`src/rtl/qoa_pkg.sv`:
```
// qoa_pkg: shared opcodes, FSM states and sizing for the QOA command sequencer.
// No ports; imported by the sequencer top.
package qoa_pkg;

  localparam int SLICE_SAMPLES = 20;
  localparam int LMS_WORDS     = 8;

  localparam logic [2:0] LMS_LAST = 3'(LMS_WORDS - 1);
  localparam logic [4:0] SMP_INIT = 5'(SLICE_SAMPLES);

  localparam logic [7:0] OP_NOP      = 8'h00;
  localparam logic [7:0] OP_LOAD_LMS = 8'h01;
  localparam logic [7:0] OP_DECODE   = 8'h02;

  // Codes appear verbatim in the status byte.
  typedef enum logic [2:0] {
    S_IDLE   = 3'd0,
    S_LMS    = 3'd1,
    S_SLICE  = 3'd2,
    S_ISSUE  = 3'd3,
    S_STREAM = 3'd4
  } state_t;

endpackage

```
`src/rtl/qoa_cmd_sequencer_if.sv`:
```
// qoa_cmd_sequencer_if: slice/sample handshakes and abort between sequencer and decoder.
// master = sequencer (slice_valid/data, sample_ready, dec_abort out); slave = decoder.
interface qoa_cmd_sequencer_if;

  logic        slice_valid;
  logic [63:0] slice_data;
  logic        slice_ready;
  logic        sample_valid;
  logic [15:0] sample_data;
  logic        sample_ready;
  logic        dec_abort;

  modport master (
    output slice_valid, slice_data,
    output sample_ready, dec_abort,
    input  slice_ready, sample_valid,
    input  sample_data
  );

  modport slave (
    input  slice_valid, slice_data,
    input  sample_ready, dec_abort,
    output slice_ready, sample_valid,
    output sample_data
  );

endinterface

```
`src/rtl/qoa_tx_serializer.sv`:
```
// qoa_tx_serializer: holds one decoded sample and hands it to SPI TX hi byte then lo byte.
// Ports: clk/rst, en (streaming), accept+sample_data in, tx_load in; byte_out, full, lo_done, underrun out.
module qoa_tx_serializer (
  input  logic        clk,
  input  logic        rst,
  input  logic        en,
  input  logic        accept,
  input  logic [15:0] sample_data,
  input  logic        tx_load,
  output logic [7:0]  byte_out,
  output logic        full,
  output logic        lo_done,
  output logic        underrun
);

  logic [7:0] lo_hold;
  logic       lo_sel;

  assign underrun = en && tx_load && !full;
  assign lo_done  = en && tx_load && full && lo_sel;

  // Hi byte goes straight to byte_out; only the lo byte needs holding.
  always_ff @(posedge clk) begin
    if (rst || !en) begin
      lo_hold  <= '0;
      lo_sel   <= 1'b0;
      full     <= 1'b0;
      byte_out <= '0;
    end else if (accept) begin
      lo_hold  <= sample_data[7:0];
      lo_sel   <= 1'b0;
      full     <= 1'b1;
      byte_out <= sample_data[15:8];
    end else if (tx_load && full) begin
      if (lo_sel) begin
        lo_sel <= 1'b0;
        full   <= 1'b0;
      end else begin
        lo_sel   <= 1'b1;
        byte_out <= lo_hold;
      end
    end
  end

endmodule

```
`src/rtl/qoa_cmd_sequencer.sv`:
```
// qoa_cmd_sequencer: parses SPI bytes into LMS loads and slice decodes, streams samples back.
// Ports: clk/rst, cs_active, rx_valid/rx_byte, tx_load/tx_byte, lms_wr_*, busy, err, dec (decoder if).
module qoa_cmd_sequencer
  import qoa_pkg::*;
(
  input  logic        clk,
  input  logic        rst,
  input  logic        cs_active,
  input  logic        rx_valid,
  input  logic [7:0]  rx_byte,
  input  logic        tx_load,
  output logic [7:0]  tx_byte,
  output logic        lms_wr_en,
  output logic [2:0]  lms_wr_idx,
  output logic [15:0] lms_wr_data,
  output logic        busy,
  output logic        err,
  qoa_cmd_sequencer_if.master dec
);

  state_t      state;
  logic [2:0]  byte_cnt;
  logic [2:0]  lms_idx;
  logic [7:0]  hi_byte;
  logic [63:0] slice_sr;
  logic        slice_valid;
  logic [4:0]  count;
  logic        abort_q;
  logic [7:0]  status_q;
  logic [7:0]  ser_byte;
  logic        ser_full;
  logic        lo_done;
  logic        underrun;
  logic        stream;
  logic        drop;
  logic        sample_ready;
  logic        accept;

  assign stream       = state == S_STREAM;
  assign busy         = state != S_IDLE;
  assign drop         = busy && !cs_active;
  assign sample_ready = stream && !ser_full
                     && (count != 5'd0);
  assign accept       = sample_ready && dec.sample_valid;
  assign tx_byte      = stream ? ser_byte : status_q;

  assign dec.slice_valid  = slice_valid;
  assign dec.slice_data   = slice_sr;
  assign dec.sample_ready = sample_ready;
  assign dec.dec_abort    = abort_q;

  qoa_tx_serializer u_ser (
    .clk         (clk),
    .rst         (rst),
    .en          (stream),
    .accept      (accept),
    .sample_data (dec.sample_data),
    .tx_load     (tx_load),
    .byte_out    (ser_byte),
    .full        (ser_full),
    .lo_done     (lo_done),
    .underrun    (underrun)
  );

  always_ff @(posedge clk) begin
    if (rst) begin
      state       <= S_IDLE;
      err         <= 1'b0;
      byte_cnt    <= '0;
      lms_idx     <= '0;
      hi_byte     <= '0;
      slice_sr    <= '0;
      slice_valid <= 1'b0;
      count       <= '0;
      abort_q     <= 1'b0;
      status_q    <= '0;
      lms_wr_en   <= 1'b0;
      lms_wr_idx  <= '0;
      lms_wr_data <= '0;
    end else begin
      lms_wr_en <= 1'b0;
      abort_q   <= 1'b0;
      status_q  <= {busy, err, state, 3'b000};
      // Deselect beats any byte or handshake in the same cycle.
      if (drop) begin
        state       <= S_IDLE;
        slice_valid <= 1'b0;
        byte_cnt    <= '0;
        abort_q     <= (state == S_ISSUE) || stream;
      end else begin
        unique case (state)
          S_IDLE: if (rx_valid && cs_active) begin
            byte_cnt <= '0;
            lms_idx  <= '0;
            case (rx_byte)
              OP_NOP:      err   <= 1'b0;
              OP_LOAD_LMS: state <= S_LMS;
              OP_DECODE:   state <= S_SLICE;
              default:     err   <= 1'b1;
            endcase
          end
          S_LMS: if (rx_valid) begin
            byte_cnt <= byte_cnt + 3'd1;
            if (!byte_cnt[0]) begin
              hi_byte <= rx_byte;
            end else begin
              lms_wr_en   <= 1'b1;
              lms_wr_idx  <= lms_idx;
              lms_wr_data <= {hi_byte, rx_byte};
              lms_idx     <= lms_idx + 3'd1;
              if (lms_idx == LMS_LAST)
                state <= S_IDLE;
            end
          end
          S_SLICE: if (rx_valid) begin
            slice_sr <= {slice_sr[55:0], rx_byte};
            byte_cnt <= byte_cnt + 3'd1;
            if (byte_cnt == 3'd7) begin
              slice_valid <= 1'b1;
              state       <= S_ISSUE;
            end
          end
          S_ISSUE: if (dec.slice_ready) begin
            slice_valid <= 1'b0;
            count       <= SMP_INIT;
            state       <= S_STREAM;
          end
          S_STREAM: begin
            if (underrun) begin
              err     <= 1'b1;
              abort_q <= 1'b1;
              state   <= S_IDLE;
            end else begin
              if (lo_done)
                count <= count - 5'd1;
              if (count == 5'd0 && !ser_full)
                state <= S_IDLE;
            end
          end
          default: state <= S_IDLE;
        endcase
      end
    end
  end

endmodule

```
`src/flat_wrapper.sv`:
```
// flat-port wrapper written by rule: the top's interface ports become plain ports
module qoa_cmd_sequencer_flat import qoa_pkg::*;
  (clk, rst, cs_active, rx_valid, rx_byte, tx_load, tx_byte, lms_wr_en, lms_wr_idx, lms_wr_data, busy, err, dec_slice_valid, dec_slice_data, dec_sample_ready, dec_dec_abort, dec_slice_ready, dec_sample_valid, dec_sample_data);
  qoa_cmd_sequencer_if dec_i ();
  input  logic clk;
  input  logic rst;
  input  logic cs_active;
  input  logic rx_valid;
  input  logic [7:0] rx_byte;
  input  logic tx_load;
  output logic [7:0] tx_byte;
  output logic lms_wr_en;
  output logic [2:0] lms_wr_idx;
  output logic [15:0] lms_wr_data;
  output logic busy;
  output logic err;
  output wire logic [$bits(dec_i.slice_valid)-1:0] dec_slice_valid;
  output wire logic [$bits(dec_i.slice_data)-1:0] dec_slice_data;
  output wire logic [$bits(dec_i.sample_ready)-1:0] dec_sample_ready;
  output wire logic [$bits(dec_i.dec_abort)-1:0] dec_dec_abort;
  input wire logic [$bits(dec_i.slice_ready)-1:0] dec_slice_ready;
  input wire logic [$bits(dec_i.sample_valid)-1:0] dec_sample_valid;
  input wire logic [$bits(dec_i.sample_data)-1:0] dec_sample_data;
  assign dec_slice_valid = dec_i.slice_valid;
  assign dec_slice_data = dec_i.slice_data;
  assign dec_sample_ready = dec_i.sample_ready;
  assign dec_dec_abort = dec_i.dec_abort;
  assign dec_i.slice_ready = dec_slice_ready;
  assign dec_i.sample_valid = dec_sample_valid;
  assign dec_i.sample_data = dec_sample_data;
  qoa_cmd_sequencer u_core (.clk(clk), .rst(rst), .cs_active(cs_active), .rx_valid(rx_valid), .rx_byte(rx_byte), .tx_load(tx_load), .tx_byte(tx_byte), .lms_wr_en(lms_wr_en), .lms_wr_idx(lms_wr_idx), .lms_wr_data(lms_wr_data), .busy(busy), .err(err), .dec(dec_i));
endmodule
```
`config.mk`:
```
export PLATFORM = sky130hd
export DESIGN_NAME = qoa_cmd_sequencer_flat
export DESIGN_NICKNAME = d
export VERILOG_FILES = /design/src/rtl/qoa_pkg.sv /design/src/rtl/qoa_cmd_sequencer_if.sv /design/src/rtl/qoa_tx_serializer.sv /design/src/rtl/qoa_cmd_sequencer.sv /design/src/flat_wrapper.sv
export SDC_FILE = /design/constraint.sdc
export NUM_CORES = 1
export LEC_CHECK = 0
export CORE_ASPECT_RATIO = 1.4
export CORE_MARGIN = 4
export CORE_UTILIZATION = 35
export DETAILED_ROUTE_END_ITERATION = 10
export PLACE_DENSITY = 0.64
export SLEW_MARGIN = 25
export SYNTH_ARGS = -nofsm -noshare
export SYNTH_HDL_FRONTEND = slang
export SYNTH_SLANG_ARGS = --single-unit
```
`constraint.sdc`:
```
create_clock -name clk -period 4 [get_ports clk]
set_input_delay 0.6 -clock clk [delete_from_list [all_inputs] [get_ports clk]]
set_output_delay 0.6 -clock clk [all_outputs]
set_load 0.01 [all_outputs]
```
=== Yosys cells after proc, flatten, opt, wreduce, memory -nomap -nowiden ===
Cells that the tools add are included.

* Word-level logic and storage cells: 133
* Input bits: 31
* Register bits after elaboration: 135
* Output and inout bits: 97

* Equal/unequal tests: 23
* Mux-type cells: 41
* Reductions and logical operators: 44
* Add/subtract/negate cells: 3
* Bitwise gates (word level): 4

{| class="wikitable"
|+ Operators with widths
! operator !! count
|-
| $mux 3 || 13
|-
| $mux 8 || 4
|-
| $pmux 3 s2 || 3
|-
| $mux 5 || 3
|-
| $pmux 3 s5 || 1
|-
| $reduce_and 5->1 || 3
|-
| $ne 2x1->1 const B || 7
|-
| $reduce_bool 2->1 || 7
|-
| $mux 1 || 13
|-
| $ne 2x2->1 const B || 6
|-
| $reduce_and 4->1 || 3
|-
| $logic_and 1x1->1 || 11
|-
| $pmux 5 s2 || 1
|-
| $eq 3x3->1 const B || 3
|-
| $reduce_and 9->1 || 1
|-
| $eq 8x1->1 const B || 1
|-
| $eq 8x2->1 const B || 1
|-
| $logic_not 8->1 || 1
|-
| $reduce_or 2->1 || 4
|-
| $add 3x1->3 const B || 2
|-
| $eq 3x2->1 const B || 2
|-
| $ne 3x3->1 const B || 2
|-
| $pmux 1 s2 || 3
|-
| $reduce_and 3->1 || 2
|-
| 11 further kinds || 18
|}

=== Depth between registers and ports, before layout ===
Gate-level depths: netlist (run 1).

* Depth after elaboration: 7
* Gate-level depth with buffers: 8
* Mapped depth without buffers: 6

=== Hierarchy ===
From an unflattened synthesis (run 1), not the netlist that was laid out.

* Cells, all modules: 643
* Area total of the unflattened synthesis: 5401.4 um2

{| class="wikitable"
|+ Modules (own cells, without submodules)
! module !! cells an instance !! sequential area each (um2) !! area each (um2) !! instances
|-
| qoa_cmd_sequencer || 565 || 2282.2 || 4589.4 || 1
|-
| qoa_tx_serializer || 78 || 360.3 || 812.0 || 1
|}

=== Worst setup path after synthesis (run 1) ===
No wires, ideal clock.

* Path type: flip-flop to output port
* From: register u_core.state[0]
* To: output port dec_sample_ready
* Arrival: 1.296 ns
* Slack: 2.104 ns
* Data required time: 3.400 ns
* Path buffers: 3
* Stages on the path, launching flop included: 7
* Cells stage by stage: dfxtp_1 -> buf_2 -> nor3b_2 -> buf_2 -> buf_2 -> nand2_1 -> nor2_1

* Longest elaborated chain between the ends: 3

{| class="wikitable"
|+ Ends and longest elaborated chain
! item !! line !! text
|-
| from (decl) || qoa_cmd_sequencer.sv:21 || <nowiki>state_t state;</nowiki>
|-
| from (signal assigned) || qoa_cmd_sequencer.sv:67 || <nowiki>state <= S_IDLE;</nowiki>
|-
| from (signal assigned) || qoa_cmd_sequencer.sv:86 || <nowiki>state <= S_IDLE;</nowiki>
|-
| from (signal assigned) || qoa_cmd_sequencer.sv:97 || <nowiki>OP_LOAD_LMS: state <= S_LMS;</nowiki>
|-
| $eq 3x3->1 || qoa_cmd_sequencer.sv:39 || <nowiki>assign stream = state == S_STREAM;</nowiki>
|-
| $logic_and 1x1->1 || qoa_cmd_sequencer.sv:42 || <nowiki>assign sample_ready = stream && !ser_full</nowiki>
|-
| $logic_and 1x1->1 || qoa_cmd_sequencer.sv:43 || <nowiki>&& (count != 5'd0);</nowiki>
|-
| to (decl) || flat_wrapper.sv:19 || <nowiki>output wire logic [$bits(dec_i.sample_ready)-1:0] dec_sample_ready;</nowiki>
|}

No other way between the ends.

=== Worst setup path in the final report (run 1) ===
* From: register u_core.state[2]
* To: output port dec_sample_ready

The elaborated chain is that of the path after synthesis.

==> impl_metrics.ini, run 1 <==
[clocking]
cts_hold_buf = 0
clkSlewWorstSetupHoldPaths_ps = 60
cts_tree = yes
post-cts-setup-buffers = 0
cts.repair.resized = 0
ctsHtreeMaxLevel = 4
numCtsBuffers = 17
cts_root_buf = clkbuf_16
cts.path.max_buffers = 2
cts.sinks = 132
clock_latency_ps = 420

[route]
drcViolationCount = 0
wl_per_cell_um = 14.6
drtPass1Iterations = 4
wirelength_um = 13900
vias_per_cell = 4.98
dr.first_iter.drc_count = 264
num_vias = 4715
antenna_left = 0

[setup_path]
path_depth = 4
cpLargestDelayFamily = simple AND/OR/NAND/NOR gates
max_stage_delay_ps = 690
critPathSlowestCell = dfxtp_1
worstPathRequired_ps = 3400
ff2ff_setup_slack_ps = 1150
r2r_cells = 5
cp_data_arrival_time_ps = 2480
path_max_fanout = 17
path_cells = nor3b_2 > nand2_1 > nor2_1 > clkdlybuf4s50_1
path_buf_inv = 1
r2r-end = u_core.u_ser.byte_out[5]
r2r-start = u_core.state[2]
crit_path_start_kind = flip-flop
cp-end-kind = output pin
path_class = flip-flop to output pin

[sta]
slew_headroom_pct = 43.1
fmax_mhz = 324
period_minus_slack_ps = 3080
fin_crit_sh_pct = 77.1
drv_slew = 0
setup_tns_ps = 0
hold_viol_final = 0
fin_hold_ws_ps = 454
finalSetupViolCount = 0
tightest_slew_ps = 854
rsz0062_at_grt = false
clock_skew_ps = 13.7
finalWorstSetupSlack_ps = 917

[synth]
synth-seq-cells = 132
synth_nets = 670
synth-async-reset-ratio_pct = 0
synth_top_area_cell = dfxtp_1
synth_edf_count = 0
synth_ff_type = dfxtp_1
ys_warn_count = 0
synth-seq-area-share_pct = 49.8
synth_area_leaders = dfxtp_1, nand2_1, a21oi_1
ys_top_cells_by_count = nand2_1, dfxtp_1, a21oi_1
synth_area_per_cell_sq_um = 8.38
synth_cells = 633
synth_top_area_share_pct = 49.8
post-synth-top-count-cell = nand2_1
yosysUniqueCellTypes = 58
synth_area_sq_um = 5310

[layout]
syn_to_final_growth_pct = 36.7
layout.nets = 779
drive_gt1_share_pct = 7.28
fillers = 1421
finalNonFillerCells = 947
antenna_cells = 0

[floorplan]
die_w_um = 112
initial_utilization_pct = 35.6
die_h_um = 154
pin_count = 128
core_area_sq_um = 14900
rows = 53
die_area_sq_um = 17200

[global_routing]
grt_remaining_overflow = 0
grt_usage_pct = 16.2
grt_start_max_net_pins = 65
grt_pass1_vias = 4736
grt_pass1_wl_um = 23100
antenna_found_initial = 0

[pwr]
p_per_area_nw_per_um2 = 400
intPower_mw = 2.19
power_leakage_nw = 2.50
pwr-share-comb_pct = 2.7
clkPwrFrac_pct = 51.9
power.switching_uw = 716
swShare_pct = 24.7
seq_power_share_pct = 45.3
ir_drop_mv = 0.246

[place]
placed_cells = 915
io_buffers = 127
hpwl_um = 9490
pre_cts_ws_ps = 1180
routabilityCongestion = 0.808

[hold_path]
min_from = u_core.dec.slice_data[58]
hp-class = flip-flop to flip-flop
min_to = u_core.dec.slice_data[58]
hold_depth = 2

[job]
drv_cap = 0

[run_status]
status = finished clean
[registers in the layout (all words and copies together), names as in the netlist, 5 cells and up]
| register | flops |
|---|---|
| u_core.lms_wr_data | 16 |
| u_core.status_q | 5 |
| u_core.u_ser.byte_out | 8 |
| u_core.dec.slice_data | 64 |
| u_core.hi_byte | 8 |
| u_core.count | 5 |
| u_core.u_ser.lo_hold | 8 |
[worst max path at each step]
stage	start	to	slack, ps
finish	u_core.state[2]	dec_sample_ready	920
global route	u_core.state[2]	dec_sample_ready	740
CTS	u_core.state[2]	dec_sample_ready	910
detailed placement	u_core.state[2]	u_core.u_ser.byte_out[5]	1180
global placement	u_core.state[2]	u_core.u_ser.byte_out[5]	1330
floorplan	u_core.state[0]	dec_sample_ready	2100
[placed cells by master (no fill, tap or decap), types with 2 or more instances in the layout]
cell type        Yosys  layout
a211oi_1             2       2
a21oi_1             83      83
a311oi_1            10      10
a31oi_1              3       3
a41oi_1              3       3
and2_1               4       4
and3_1               4       4
buf_4                3       7
clkbuf_16            0      17
clkdlybuf4s50_1      0     126
clkinv_8             0       2
dfxtp_1            132     132
ha_1                 6       6
inv_1                8       8
inv_6                0       6
inv_8                0       5
mux2i_1             29      29
nand2_1            183     183
nand2b_1             5       5
nand3_1              3       3
nand4_1              5       5
nor2_1              38      38
nor2b_1              6       6
nor3_1              12      12
nor3b_1              2       2
nor3b_2              2       2
nor4_1               2       2
o2111ai_1            2       2
o21a_1               2       2
o21ai_0              9       9
o21ai_2              2       2
o311ai_0             2       2
or4_1                3       3
xor2_1               2       2
[per-layer routing]
| metal | track usage (%) | wire, um | vias up |
|---|---|---|---|
| met5 | 0 | 0 | - |
| met2 | 27.2 | 6700 | 134 |
| met3 | 5.35 | 1010 | 17 |
| li1 | - | - | 2375 |
| met1 | 19.3 | 5900 | 2189 |
| met4 | 6.30 | 247 | 0 |
[per-stage QoR]
stage | utilization, % | power (mW) | cell area (sq um)
after detailed placement | 44.7 | 1.42 | 6670
after CTS | 48.6 | 2.94 | 7250
after global placement | 44.7 | 1.42 | 6670
after global routing | 48.6 | 3.00 | 7250
final | 48.6 | 2.90 | 7250
after floorplan | - | 1.38 | 5310
[worst min-delay path, cell delays in order (launching register included)]
cell,delay (ps)
dfxtp_1,310
nand2_1,50
a21oi_1,50
[cells by family after synthesis]
kind of cell	share of synthesized area, %
compound gates	14.6
buf+inv	4.60
fa+ha+maj	1.42
mux	5.68
xor+xnor	0.330
simple gates	23.6
flops	49.8
[cell type report]
class | instances | area, sq um | area share [%]
Inverter | 8 | 30.0 | 0.414
Tap cell | 192 | 240 | 3.31
Sequential cell | 132 | 2640 | 36.5
Clock buffer | 17 | 425 | 5.87
Multi-Input combinational cell | 449 | 2420 | 33.4
Clock inverter | 15 | 158 | 2.17
Timing Repair Buffer | 134 | 1330 | 18.4
[power by group through the flow]
stage	Clock, mW	Combinational, mW	Sequential, mW
after floorplan	0	0.0330	1.35
after global placement	0	0.0788	1.35
after detailed placement	0	0.0789	1.35
after CTS	1.54	0.0795	1.32
after global routing	1.60	0.0857	1.32
final	1.51	0.0791	1.32
Power figures use the tool's default switching activity.
==> inputs of run 2 (changes only) <==
==> constraint.sdc (replaced) <==
create_clock -name clk -period 2.9 [get_ports clk]
set_input_delay 0.435 -clock clk [delete_from_list [all_inputs] [get_ports clk]]
set_output_delay 0.435 -clock clk [all_outputs]
set_load 0.01 [all_outputs]
==> impl_metrics.ini, run 2 (same netlist as run 1, synthesis figures left out) <==
[sta]
setup_tns_ps = 0
fin_hold_ws_ps = 325
fin_crit_sh_pct = 86.2
tightest_slew_ps = 730
drv_slew = 0
slew_headroom_pct = 51.3
period_minus_slack_ps = 2500
finalSetupViolCount = 0
fmax_mhz = 400
clock_skew_ps = 9.86
rsz0062_at_grt = false
hold_viol_final = 0

[route]
drtPass1Iterations = 5
antenna_left = 0
dr.max_layer_used = met4
drcViolationCount = 0
wl_per_cell_um = 14.9
wl_met2_um = 7060
vias_per_cell = 5.03
wl_met1_um = 6030
dr.first_iter.drc_count = 231
wl_met3_um = 918
num_vias = 4786
wirelength_um = 14100

[global_routing]
grt_usage_pct = 16.4
grt_start_max_net_pins = 65
grt_remaining_overflow = 0
grt_pass1_wl_um = 23400
grt_pass1_vias = 4759
antenna_found_initial = 0

[setup_path]
ff2ff_setup_slack_ps = 870
worstPathRequired_ps = 2470
path_class = flip-flop to output pin
cp-end-kind = output pin
max_stage_delay_ps = 480
crit_path_start_kind = flip-flop
critPathSlowestCell = or4b_4
cpLargestDelayFamily = simple AND/OR/NAND/NOR gates
cp_data_arrival_time_ps = 2070
path_buf_inv = 2
r2r-start = u_core.count[0]
path_max_fanout = 4
path_cells = inv_1 > ha_1 > or4b_4 > nand2_1 > nor2_1 > clkdlybuf4s50_1
startpoint = u_core.count[0]

[layout]
fillers = 1439
drive_gt1_share_pct = 7.77
final_cell_mix = nand2_1, dfxtp_1, clkdlybuf4s50_1, a21oi_1, nor2_1
design_area_sq_um = 7310
antenna_cells = 0
largest_reg_flops = 64
multi_input_area_sq_um = 2420
layout.nets = 783
syn_to_final_growth_pct = 37.9
ff_latch_area_sq_um = 2640
final_common_cell = nand2_1

[clocking]
cts_hold_buf = 0
post-cts-setup-buffers = 0
clkSlewWorstSetupHoldPaths_ps = 60
cts.sinks = 132
cts.path.max_buffers = 2
clock_latency_ps = 410
cts_tree = yes
ctsHtreeMaxLevel = 4
cts_root_buf = clkbuf_16
numCtsBuffers = 17
cts.repair.resized = 0

[floorplan]
pin_count = 128
die_h_um = 154
die_area_sq_um = 17200
rows = 53
core_area_sq_um = 14900
initial_utilization_pct = 35.6
die_w_um = 112

[pwr]
p_per_area_nw_per_um2 = 559
ir_drop_mv = 0.323
power_leakage_nw = 2.54

[run_status]
status = finished clean

[place]
hpwl_um = 9780
routabilityCongestion = 0.796
placed_area_sq_um = 6710
io_buffers = 127

[hold_path]
hp-class = input port to flip-flop
min_from = rst

[job]
drv_cap = 0
[run 2: cell count changes in the layout (fill, tap and decap cells not counted), sizes merged]
| cell | before | now |
|---|---|---|
| clkbuf | 17 | 18 |
| inv | 19 | 14 |
| clkinv | 3 | 5 |
| buf | 8 | 12 |
| bufinv | 0 | 2 |
[run 2: final timing paths]
check	depth (start not counted)	endpoint
max	6	dec_sample_ready
min	2	u_core.dec.slice_data[22]
max reg2reg	7	u_core.u_ser.lo_hold[3]
min reg2reg	2	u_core.dec.slice_data[58]
[run 2: layout make-up]
type                       instances  area share, %
multi-input combinational        449           33.1
clock inverter                    14           2.28
tap                              192           3.28
sequential                       132           36.1
clock buffer                      18           6.00
inverter                           8          0.411
timing repair buffer             138           18.8
[run 2: stage by stage]
stage | utilization (%) | power [mW] | worst slack, ps | cells
after floorplan | - | 1.90 | 1120 | 633
after global placement | 45.0 | 1.96 | 583 | 919
after detailed placement | 45.0 | 1.96 | 519 | 919
after CTS | 49.0 | 4.14 | 378 | 951
after global routing | 49.0 | 4.23 | 280 | 951
final | 49.0 | 4.09 | 399 | 951
[run 2: where the power goes]
group / internal (mW) / switching [mW]
logic: 0.0493 / 0.0593
registers: 1.81 / 0.00134
clock network: 1.31 / 0.848
total: 3.18 / 0.908
[run 2: layer usage]
layer / vias to the layer above / global-route usage, %
met1: 2242 / 19.8
met2: 140 / 28.0
met5: - / 0
met3: 11 / 5.16
li1: 2393 / -
met4: 0 / 4.93
